[config.mk]
export PLATFORM = sky130hd
export DESIGN_NAME = ram_port_arbiter
export DESIGN_NICKNAME = d
export VERILOG_FILES = /design/src/rtl/hsp_ram_pkg.sv /design/src/rtl/rr_arb2.sv /design/src/rtl/ram_port_arbiter.sv
export SDC_FILE = /design/constraint.sdc
export NUM_CORES = 1
export LEC_CHECK = 0
export BUFFER_PORTS_ARGS = -buffer_cell sky130_fd_sc_hd__buf_2
export CORE_MARGIN = 3
export CORE_UTILIZATION = 41
export CTS_CLUSTER_SIZE = 40
export DETAILED_ROUTE_END_ITERATION = 12
export HOLD_SLACK_MARGIN = 0.12
export PLACE_DENSITY_LB_ADDON = 0.3
export SLEW_MARGIN = 25
export SYNTH_ARGS = -nofsm -noshare
export SYNTH_HDL_FRONTEND = slang
export SYNTH_SLANG_ARGS = --single-unit
[constraint.sdc]
create_clock -name clk -period 1.6 [get_ports clk]
set_input_delay 0.32 -clock clk [delete_from_list [all_inputs] [get_ports clk]]
set_output_delay 0.32 -clock clk [all_outputs]
set_load 0.01 [all_outputs]
[src/rtl/hsp_ram_pkg.sv]
// Shared definitions for the RAM port arbiter slice.
//   state_e         : arbiter FSM state encoding
//   RdLatencyMin/Max: legal range of the RAM read latency parameter
//   LatCntW         : width of the read-latency counter
//   DefaultAddrW/W  : default address / data bus widths
package hsp_ram_pkg;

    typedef enum logic [2:0] {
        StIdle,
        StWr,
        StRdIssue,
        StRdWait,
        StRdDone
    } state_e;

    localparam int unsigned RdLatencyMin = 1;
    localparam int unsigned RdLatencyMax = 4;
    localparam int unsigned LatCntW      = $clog2(RdLatencyMax);

    localparam int unsigned DefaultAddrW = 16;
    localparam int unsigned DefaultDataW = 8;

endpackage

[src/rtl/rr_arb2.sv]
// Two-input round-robin arbiter with a registered last-served pointer.
// Ports:
//   clk, rst_l : clock, asynchronous active-low reset
//   req_wr     : write side is eligible this cycle
//   req_rd     : read side is eligible this cycle
//   grant_wr   : write granted (combinational, one-hot with grant_rd or zero)
//   grant_rd   : read granted
// The pointer resets to "read served last" so the first tie goes to write.
module rr_arb2 (
    input  logic clk,
    input  logic rst_l,
    input  logic req_wr,
    input  logic req_rd,
    output logic grant_wr,
    output logic grant_rd
);

    logic last_rd_q, last_rd_d;

    always_comb begin
        grant_wr  = req_wr & (~req_rd | last_rd_q);
        grant_rd  = req_rd & (~req_wr | ~last_rd_q);
        last_rd_d = last_rd_q;
        if (grant_wr) begin
            last_rd_d = 1'b0;
        end else if (grant_rd) begin
            last_rd_d = 1'b1;
        end
    end

    always_ff @(posedge clk or negedge rst_l) begin
        if (!rst_l) begin
            last_rd_q <= 1'b1;
        end else begin
            last_rd_q <= last_rd_d;
        end
    end

endmodule

[src/rtl/ram_port_arbiter.sv]
// Arbitrates a single-port RAM between a write requester (protocol RX) and a
// read requester (protocol TX). One RAM access per granted transaction.
// Ports:
//   clk, rst_l                  : clock, asynchronous active-low reset
//   wr_req, wr_addr, wr_data    : write request, held until wr_rdy
//   wr_rdy                      : one-cycle write-done pulse
//   rd_req, rd_addr             : read request, held until rd_rdy
//   rd_data, rd_rdy             : read data (held) and one-cycle read-done pulse
//   ram_en, ram_we, ram_addr,
//   ram_wdata, ram_rdata        : RAM port
//   busy                        : FSM is not idle
// Timing (grant sampled in cycle N):
//   write: RAM access N+1, wr_rdy N+2, next grant possible N+3
//   read : RAM access N+1, wait RD_LATENCY cycles, rd_rdy N+2+RD_LATENCY
module ram_port_arbiter
    import hsp_ram_pkg::*;
#(
    parameter int unsigned ADDR_W     = DefaultAddrW,
    parameter int unsigned DATA_W     = DefaultDataW,
    // Must lie in RdLatencyMin..RdLatencyMax.
    parameter int unsigned RD_LATENCY = 1
) (
    input  logic              clk,
    input  logic              rst_l,
    input  logic              wr_req,
    input  logic [ADDR_W-1:0] wr_addr,
    input  logic [DATA_W-1:0] wr_data,
    output logic              wr_rdy,
    input  logic              rd_req,
    input  logic [ADDR_W-1:0] rd_addr,
    output logic [DATA_W-1:0] rd_data,
    output logic              rd_rdy,
    output logic              ram_en,
    output logic              ram_we,
    output logic [ADDR_W-1:0] ram_addr,
    output logic [DATA_W-1:0] ram_wdata,
    input  logic [DATA_W-1:0] ram_rdata,
    output logic              busy
);

    localparam logic [LatCntW-1:0] LatLast = LatCntW'(RD_LATENCY - 1);

    state_e              state_q, state_d;
    logic [LatCntW-1:0]  lat_cnt_q, lat_cnt_d;
    logic                ram_en_q, ram_en_d;
    logic                ram_we_q, ram_we_d;
    logic [ADDR_W-1:0]   ram_addr_q, ram_addr_d;
    logic [DATA_W-1:0]   ram_wdata_q, ram_wdata_d;
    logic [DATA_W-1:0]   rd_data_q, rd_data_d;
    logic                wr_rdy_q, wr_rdy_d;
    logic                rd_rdy_q, rd_rdy_d;
    logic                wr_armed_q, wr_armed_d;
    logic                rd_armed_q, rd_armed_d;
    logic                wr_elig, rd_elig;
    logic                grant_wr, grant_rd;

    // Eligibility only exists in idle, so the arbiter pointer moves on real grants only.
    assign wr_elig = wr_req & wr_armed_q & (state_q == StIdle);
    assign rd_elig = rd_req & rd_armed_q & (state_q == StIdle);

    rr_arb2 u_arb (
        .clk      (clk),
        .rst_l    (rst_l),
        .req_wr   (wr_elig),
        .req_rd   (rd_elig),
        .grant_wr (grant_wr),
        .grant_rd (grant_rd)
    );

    // Armed flag: cleared by the rdy pulse, re-set once req is seen low, so a
    // requester that keeps req high after completion is not served twice.
    always_comb begin
        wr_armed_d = wr_armed_q;
        rd_armed_d = rd_armed_q;
        if (wr_rdy_q) begin
            wr_armed_d = 1'b0;
        end else if (!wr_req) begin
            wr_armed_d = 1'b1;
        end
        if (rd_rdy_q) begin
            rd_armed_d = 1'b0;
        end else if (!rd_req) begin
            rd_armed_d = 1'b1;
        end
    end

    always_comb begin
        state_d     = state_q;
        lat_cnt_d   = lat_cnt_q;
        ram_en_d    = 1'b0;
        ram_we_d    = 1'b0;
        ram_addr_d  = ram_addr_q;
        ram_wdata_d = ram_wdata_q;
        rd_data_d   = rd_data_q;
        wr_rdy_d    = 1'b0;
        rd_rdy_d    = 1'b0;
        unique case (state_q)
            StIdle: begin
                if (grant_wr) begin
                    state_d     = StWr;
                    ram_en_d    = 1'b1;
                    ram_we_d    = 1'b1;
                    ram_addr_d  = wr_addr;
                    ram_wdata_d = wr_data;
                end else if (grant_rd) begin
                    state_d    = StRdIssue;
                    ram_en_d   = 1'b1;
                    ram_addr_d = rd_addr;
                end
            end
            // WR spans two cycles: the RAM write, then the wr_rdy cycle.
            StWr: begin
                if (ram_en_q) begin
                    wr_rdy_d = 1'b1;
                end else begin
                    state_d = StIdle;
                end
            end
            StRdIssue: begin
                state_d   = StRdWait;
                lat_cnt_d = '0;
            end
            StRdWait: begin
                if (lat_cnt_q == LatLast) begin
                    rd_data_d = ram_rdata;
                    rd_rdy_d  = 1'b1;
                    state_d   = StRdDone;
                end else begin
                    lat_cnt_d = lat_cnt_q + LatCntW'(1);
                end
            end
            StRdDone: begin
                state_d = StIdle;
            end
            default: begin
                state_d = StIdle;
            end
        endcase
    end

    always_ff @(posedge clk or negedge rst_l) begin
        if (!rst_l) begin
            state_q     <= StIdle;
            lat_cnt_q   <= '0;
            ram_en_q    <= 1'b0;
            ram_we_q    <= 1'b0;
            ram_addr_q  <= '0;
            ram_wdata_q <= '0;
            rd_data_q   <= '0;
            wr_rdy_q    <= 1'b0;
            rd_rdy_q    <= 1'b0;
            wr_armed_q  <= 1'b1;
            rd_armed_q  <= 1'b1;
        end else begin
            state_q     <= state_d;
            lat_cnt_q   <= lat_cnt_d;
            ram_en_q    <= ram_en_d;
            ram_we_q    <= ram_we_d;
            ram_addr_q  <= ram_addr_d;
            ram_wdata_q <= ram_wdata_d;
            rd_data_q   <= rd_data_d;
            wr_rdy_q    <= wr_rdy_d;
            rd_rdy_q    <= rd_rdy_d;
            wr_armed_q  <= wr_armed_d;
            rd_armed_q  <= rd_armed_d;
        end
    end

    assign ram_en    = ram_en_q;
    assign ram_we    = ram_we_q;
    assign ram_addr  = ram_addr_q;
    assign ram_wdata = ram_wdata_q;
    assign rd_data   = rd_data_q;
    assign wr_rdy    = wr_rdy_q;
    assign rd_rdy    = rd_rdy_q;
    assign busy      = (state_q != StIdle);

endmodule

==> results of run 1 <==
-- sequential cells by signal, summed over array words and instances (netlist names) --
name	flops
ram_en	1
rd_data	8
state_q	3
rd_armed_q	1
rd_rdy	1
wr_rdy	1
ram_we	1
ram_addr	16
u_arb.last_rd_q	1
lat_cnt_q	2
wr_armed_q	1
ram_wdata	8
-- logic make-up after synthesis --
| kind of cell | after synthesis |
|---|---|
| buffers and inverters | 13 |
| muxes | 17 |
| and+or+nand+nor | 13 |
| AOI/OAI and AO/OA | 44 |
| adders and majority gates | 1 |
| DFF | 44 |
-- power groups by stage --
stage | sequential [mW] | combinational (mW) | clock, mW
detailed placement | 1.92 | 2.36 | 0
finish | 1.91 | 2.58 | 0.693
global route | 1.99 | 2.79 | 0.775
global placement | 1.92 | 2.32 | 0
CTS | 1.91 | 2.37 | 0.725
floorplan | 2.13 | 1.22 | 0
-- metrics by stage --
| step | hold WS [ns] | cells |
|---|---|---|
| 6_report | 0.235 | 297 |
| 5_1_grt | 0.224 | 297 |
| 4_1_cts | 0.221 | 289 |
| 3_5_place_dp | 0.176 | 280 |
| 3_3_place_gp | 0.178 | 280 |
| 2_1_floorplan | 0.0244 | 132 |
-- per-layer routing --
metal  track usage  share of wire
met1         0.219           0.44
met2         0.251           0.46
met3        0.0506          0.080
met4        0.0483          0.018
met5             0              0
-- what timing repair did --
action                                  CTS  global route
hold buffers                              1             0
endpoints found under the hold margin     7             0
gates cloned                              0             1
buffers inserted                          0             7
endpoints found under the setup margin    6             8
pin swaps                                 0            10
resized for setup                         0             8
-- placed cells by master (no fill, tap or decap), types with 2 or more instances in the layout --
master and count:
and4b_1 2, inv_1 4, buf_2 88, clkbuf_1 2, nor4bb_1 2, nor3_4 2
a22o_1 2, dfrtp_1 41, a21boi_0 16, a21oi_1 5, mux2_4 8, nand2_1 4
clkbuf_8 6, buf_4 20, dfstp_2 3, buf_12 2, a221o_1 16, mux2_2 9
-- cell type report --
type	instances	area, um2	area share
Tap cell	52	65.1	0.0243
Timing Repair Buffer	113	677	0.252
Inverter	5	18.8	0.00700
Multi-Input combinational cell	75	726	0.271
Sequential cell	44	1100	0.412
Clock buffer	8	90.1	0.0336
-- worst max-delay path by stage --
stage,endpoint,slack (ns),depth (start not counted)
after detailed placement,ram_wdata[3],-0.005,4
after global routing,ram_wdata[1],-0.04,5
final,ram_wdata[0],0.003,5
after floorplan,ram_wdata[5],-0.16,6
after global placement,ram_wdata[7],0.02,4
after CTS,ram_wdata[3],-0.01,4
-- critical path: cells and delay by family, from the launching register on --
family,cells,cell delay (ns)
buf+inv,2,0.28
simple gates,2,0.49
mux,1,0.30
flops,1,0.41
==> out/qor.yml, run 1 <==
place_ws_ns: -0.00455
clkPwrFrac: 0.133
die_h_um: 73.8
yosysSeqAreaShare: 0.586
yosysMostFrequentCell: "dfrtp_1"
synth.top_cells.by_area: "dfrtp_1 (54%), mux2_2 (9.0%), a221o_1 (8.5%), a21boi_0 (6.4%), dfstp_2 (4.2%)"
crit_path_cell_trace: "nor3_4 -> inv_2 -> nor3_4 -> buf_12 -> mux2_4"
fin_util: 0.612
seq_power_share: 0.369
synth.distinct_cells: 26
worst_slew_pin_slew_ns: 0.319
ys_ff_latch: 44
yosysWarnings: 0
setup_violations: 0
final_area_mm2: 0.00268
dp_hpwl_um: 3210
max_cap_viol_count: 0
grt_max_degree: 20
drv_slew: 0
grt_pass1_vias: 1514
path_max_fanout: 8
core_area_mm2: 0.00438
cts_root_buffer: "clkbuf_8"
worstHoldStart: "rd_req"
antenna_found_initial: 0
path_common_cell: "nor3_4"
worst_path_max_delay_cell: "dfrtp_1"
floorplan.initialDensity: 0.430
synthAdderAreaFrac: 0.00664
holdPathEnd: "rd_armed_q"
synth_ff_type: "dfrtp_1"
grt_usage: 0.162
wire_per_inst_um: 15.0
synth_compound_area_frac: 0.203
total_power_mw: 5.19
synth_simple_gate_area_share: 0.0571
post-route-min-period_ns: 1.60
cts_max_level: 2
reg2reg_depth: 5
clkLatencyLatePin_ns: 0.29
synth.mux.area_fraction: 0.106
final.setup_skew_ns: 0.00417
via_count: 1551
status: "complete, no violations"
timing.final.crit_share: 0.998
yosysTopAreaCell: "dfrtp_1"
clkTransAtPathRegs_ns: 0.08
start_kind: "flip-flop"
die_area_mm2: 0.00545
netlist_instances: 132
drt_iter0_drc: 47
syn-cell-area_mm2: 0.00189
n_fill_cell: 361
drive_gt1_frac: 0.584
synth_top_family_by_area: "compound AO/OA/AOI/OAI gates"
max_freq_mhz: 626
clock_path_buffers: 2
dr.pass1.iters: 4
drt_wl_total_um: 4450
postRouteAntennaNets: 0
end_kind: "flip-flop"
r2r-start: "state_q[2]"
synth-async-reset-ratio: 1.00
powerDensity_mw_per_mm2: 1940
final_net_count: 297
synth_edf_count: 0
placed_area_mm2: 0.00248
path_class: "reg -> reg"
netlist.area_leader.share: 0.544
worstPathArrival_ns: 1.77
remaining_drc_errors: 0
peakVddDrop_mv: 0.978
die_w_um: 73.8
synthTopCellsByCount: "dfrtp_1 (41), a21boi_0 (16), a221o_1 (16)"
synth_xor_xnor_area_share: 0
cts_tree: "done"
syn_nets: 185
routabilityCongestion: 0.727
setup_tns_ns: 0
p_comb_frac: 0.498
area_growth_pct: 42.2
leakage_nw: 1.36
port_buffers: 88
grt_pass1_wl_um: 6890
rows: 24
fin_ws_ns: 0.00306
intPower_mw: 3.41
p_switching_mw: 1.78
hold_depth: 2
crit_required_ns: 1.77
cts.sinks: 44
avgViaCountPerCell: 5.22
swShare: 0.343
relSlewSlack: 0.784
r2r_slack_ns: 0.003
grt-ovfl-total: 0
cts_inserted_buffers: 5
rsz0062_at_grt: "yes"
crit_path_start: "state_q[2]"
r2r-end: "ram_wdata[0]"
io_pins: 89
slowest_delay_ns: 0.41
n_antenna_cell: 0
hold_violations: 0
syn_avg_cell_area_um2: 14.3
worstHoldPathType: "in -> reg"
Note: power is estimated with default switching activity, not from simulation.
==> inputs of run 2 (changes only) <==
- CORE_MARGIN: 3 -> 2
- RECOVER_POWER: not set -> 25
==> out/qor.yml, run 2 (synthesis results as in run 1) <==
wire_per_inst_um: 15.0
cts_max_level: 2
grt_max_degree: 20
post-route-min-period_ns: 1.60
die_h_um: 71.8
final_net_count: 295
final_area_mm2: 0.00267
whs_ns: 0.230
cts.sinks: 44
dr.pass1.iters: 4
p_switching_mw: 1.78
largest_reg_flops: 16
area_growth_pct: 41.5
floorplan.initialDensity: 0.430
final.setup_skew_ns: 0.00581
max_freq_mhz: 627
worstHoldPathType: "in -> reg"
holdPathEnd: "rd_armed_q"
seq_power_share: 0.366
remaining_drc_errors: 0
reg2reg_depth: 5
cts_tree: "done"
start_kind: "flip-flop"
fin_cells: 295
setup_violations: 0
clock_path_buffers: 2
setup_tns_ns: 0
grt_pass1_wl_um: 7270
via_count: 1549
drt_iter0_drc: 40
grt-ovfl-total: 0
rows: 24
postRouteAntennaNets: 0
relSlewSlack: 0.363
end_kind: "flip-flop"
clkLatencyLatePin_ns: 0.29
intPower_mw: 3.41
clkTransAtPathRegs_ns: 0.08
r2r-end: "ram_wdata[3]"
drv_slew: 0
hold_violations: 0
avgViaCountPerCell: 5.25
p_comb_frac: 0.498
grt_pass1_vias: 1600
powerDensity_mw_per_mm2: 1950
port_buffers: 88
crit_path_start: "state_q[2]"
worstHoldStart: "rd_req"
path_class: "reg -> reg"
r2r-start: "state_q[2]"
path_max_fanout: 7
drt_wl_total_um: 4420
clkPwrFrac: 0.136
status: "complete, no violations"
cts_root_buffer: "clkbuf_8"
mostFrequentLayoutCell: "buf_2"
antenna_found_initial: 0
n_antenna_cell: 0
dp_cells: 279
timing.final.crit_share: 0.997
fin_ws_ns: 0.00421
drive_gt1_frac: 0.580
io_pins: 89
peakVddDrop_mv: 0.980
routabilityCongestion: 0.722
dp_hpwl_um: 3160
worst_slew_pin_slew_ns: 0.955
swShare: 0.343
die_w_um: 71.8
grt_usage: 0.180
rsz0062_at_grt: "yes"
worstPathArrival_ns: 1.77
crit_required_ns: 1.78
core_area_mm2: 0.00438
layout_common_cells: "buf_2 (86), dfrtp_1 (41), a21boi_0 (16), a221o_1 (16), buf_4 (16)"
r2r_slack_ns: 0.004
hold_depth: 2
place_ws_ns: -0.00701
leakage_nw: 1.34
die_area_mm2: 0.00516
placed_area_mm2: 0.00247
cts_inserted_buffers: 5
max_cap_viol_count: 0
==> run 2: cell count changes in the layout (fill, tap and decap cells not counted), moves of 2 or more <==
cell	delta
buf_2	-2
buf_4	-4
buf_6	+3
mux2_2	+5
mux2_4	-5
==> run 2: final cells by class <==
class / count / area (um2)
clock buffer: 8 / 90.1
fill: 362 / 1720
inverter: 5 / 18.8
multi-input combinational: 75 / 708
sequential: 44 / 1100
tap: 52 / 65.1
timing repair buffer: 111 / 682
==> run 2: stage by stage <==
stage,utilization,total power [mW]
6_report,0.609,5.19
5_1_grt,0.609,5.55
4_1_cts,0.605,5.18
3_5_place_dp,0.563,4.26
3_3_place_gp,0.563,4.21
2_1_floorplan,-,3.36
==> run 2: worst max-delay path by stage <==
stage | endpoint
floorplan | ram_wdata[5]
global placement | ram_wdata[7]
detailed placement | ram_wdata[3]
CTS | ram_wdata[3]
global route | ram_wdata[3]
finish | ram_wdata[3]
==> run 2: power by group through the flow <==
stage	logic (mW)	clock network, mW	registers [mW]
6_report	2.59	0.707	1.90
5_1_grt	2.80	0.779	1.97
4_1_cts	2.55	0.726	1.90
3_3_place_gp	2.30	0	1.91
2_1_floorplan	1.22	0	2.13
3_5_place_dp	2.34	0	1.92
==> run 2: worst max-delay path: stages, from the launching register on <==
cell     delay, ns
dfrtp_1       0.41
nor3_4        0.21
inv_2         0.08
nor3_4        0.29
buf_12        0.17
mux2_2        0.32
==> run 2: repair_timing <==
item / CTS / global route
endpoints found under the hold margin: 12 / 0
buffers inserted: 4 / 2
endpoints found under the setup margin: 8 / 27
hold buffers: 1 / 0
gates resized for setup: 3 / 3
pin swaps: 3 / 11
cloned: 1 / 0
==> run 2: metal layers <==
metal	vias up	routed length [um]	GRT usage
met5	-	0	0
met1	746	2050	0.245
met2	66	2000	0.286
li1	731	-	-
met4	0	48	0.0524
met3	6	326	0.0478
==> inputs of run 3 (changes only) <==
- CORE_ASPECT_RATIO: not set -> 0.5
==> out/qor.yml, run 3 (synthesis results as in run 1) <==
grt_pass1_wl_um: 6840
cts_inserted_buffers: 5
n_antenna_cell: 0
final_net_count: 294
drv_slew: 0
clkTransAtPathRegs_ns: 0.08
wl_met2_um: 2170
relSlewSlack: 0.692
critPathTopFamily: "flip-flops"
floorplan.initialDensity: 0.428
worst_slew_pin_slew_ns: 0.461
remaining_drc_errors: 0
path_buf_inv: 2
antenna_found_initial: 0
avgViaCountPerCell: 5.22
wire_per_inst_um: 14.3
cts.sinks: 44
via_count: 1562
total_power_mw: 5.10
die_h_um: 52.0
core_area_mm2: 0.00440
die_w_um: 99.9
worstHoldStart: "rd_req"
area_growth_pct: 40.0
leakage_nw: 1.33
hold_violations: 0
crit_path_cell_trace: "and3b_2 -> nor3_4 -> buf_6 -> buf_4 -> a221o_1"
final.setup_skew_ns: 0.00374
wl_met1_um: 1830
drive_gt1_frac: 0.583
path_class: "reg -> reg"
grt_usage: 0.170
largest_reg_flops: 16
start_kind: "flip-flop"
r2r-start: "rd_armed_q"
grt_pass1_vias: 1555
port_buffers: 88
path_max_fanout: 7
cts_max_level: 2
end_kind: "flip-flop"
n_fill_cell: 384
dp_hpwl_um: 3150
max_cap_viol_count: 0
max_freq_mhz: 632
crit_path_start: "rd_armed_q"
drt_iter0_drc: 55
fin_util: 0.600
highest_layer: "met4"
peakVddDrop_mv: 0.931
postRouteAntennaNets: 0
cts_root_buffer: "clkbuf_8"
rsz0062_at_grt: "yes"
met3_wirelength_um: 265
slowest_delay_ns: 0.54
clkLatencyLatePin_ns: 0.29
crit_required_ns: 1.77
clock_path_buffers: 2
worst_path_max_delay_cell: "dfstp_2"
setup_violations: 0
mostFrequentLayoutCell: "buf_2"
io_pins: 89
dr.pass1.iters: 5
drt_wl_total_um: 4280
worstPathArrival_ns: 1.76
cts_tree: "done"
powerDensity_mw_per_mm2: 1930
status: "complete, no violations"
grt_max_degree: 28
timing.final.crit_share: 0.989
post-route-min-period_ns: 1.58
layout_common_cells: "buf_2 (87), dfrtp_1 (41), a21boi_0 (16), a221o_1 (16), mux2_2 (15)"
grt-ovfl-total: 0
die_area_mm2: 0.00519
routabilityCongestion: 0.772
rows: 17
worstHoldPathType: "in -> reg"
==> run 3: cell types whose count changed in the layout (fill, tap and decap cells not counted), sizes merged <==
| cell | previous run | this run |
|---|---|---|
| buf | 108 | 106 |
| bufbuf | 1 | 0 |
| clkinv | 0 | 2 |
==> run 3: what timing repair did <==
action,CTS,global route
setup buffers,0,5
endpoints found under the setup margin,7,13
resized for setup,1,2
hold endpoints to repair,14,0
cloned,0,0
hold buffers,1,0
pin swaps,0,3
==> run 3: power by group <==
group	internal (mW)	total, mW	switching [mW]
sequential	1.64	1.90	0.256
combinational	1.33	2.49	1.16
clock	0.345	0.713	0.368
==> run 3: area by class of cell <==
class | count | area (um2) | share of cell area
Sequential cell | 44 | 1100 | 0.418
Multi-Input combinational cell | 75 | 703 | 0.266
Timing Repair Buffer | 110 | 649 | 0.246
Clock buffer | 6 | 82.6 | 0.0313
Tap cell | 57 | 71.3 | 0.0270
Inverter | 5 | 18.8 | 0.00711
Clock inverter | 2 | 10.0 | 0.00379
==> run 3: final timing paths <==
kind / end / cells past startpoint / slack, ns
setup reg to reg: ram_addr[13] / 5 / 0.02
hold / removal: rd_armed_q / 2 / 0.22
min in group asynchronous: ram_addr[1] / 2 / 0.50
max in group asynchronous: ram_addr[9] / 3 / 0.31
hold reg to reg: rd_armed_q / 1 / 0.38
setup / recovery: ram_addr[13] / 5 / 0.02
==> run 3: metal layers <==
metal,track usage,vias to the layer above
li1,-,728
met1,0.202,773
met2,0.312,56
met3,0.0484,5
met4,0.0434,0
met5,0,-
==> run 3: per-stage QoR <==
step           hold WS [ns]  area [um2]  setup slack [ns]  setup TNS [ns]  instances
6_report              0.217        2640            0.0176               0        299
5_1_grt               0.222        2640           -0.0305          -0.178        299
4_1_cts               0.211        2600           -0.0189         -0.0661        294
3_5_place_dp          0.292        2490           -0.0187         -0.0457        285
3_3_place_gp          0.284        2490            0.0468               0        285
2_1_floorplan        0.0244        1890            -0.164          -0.664        132
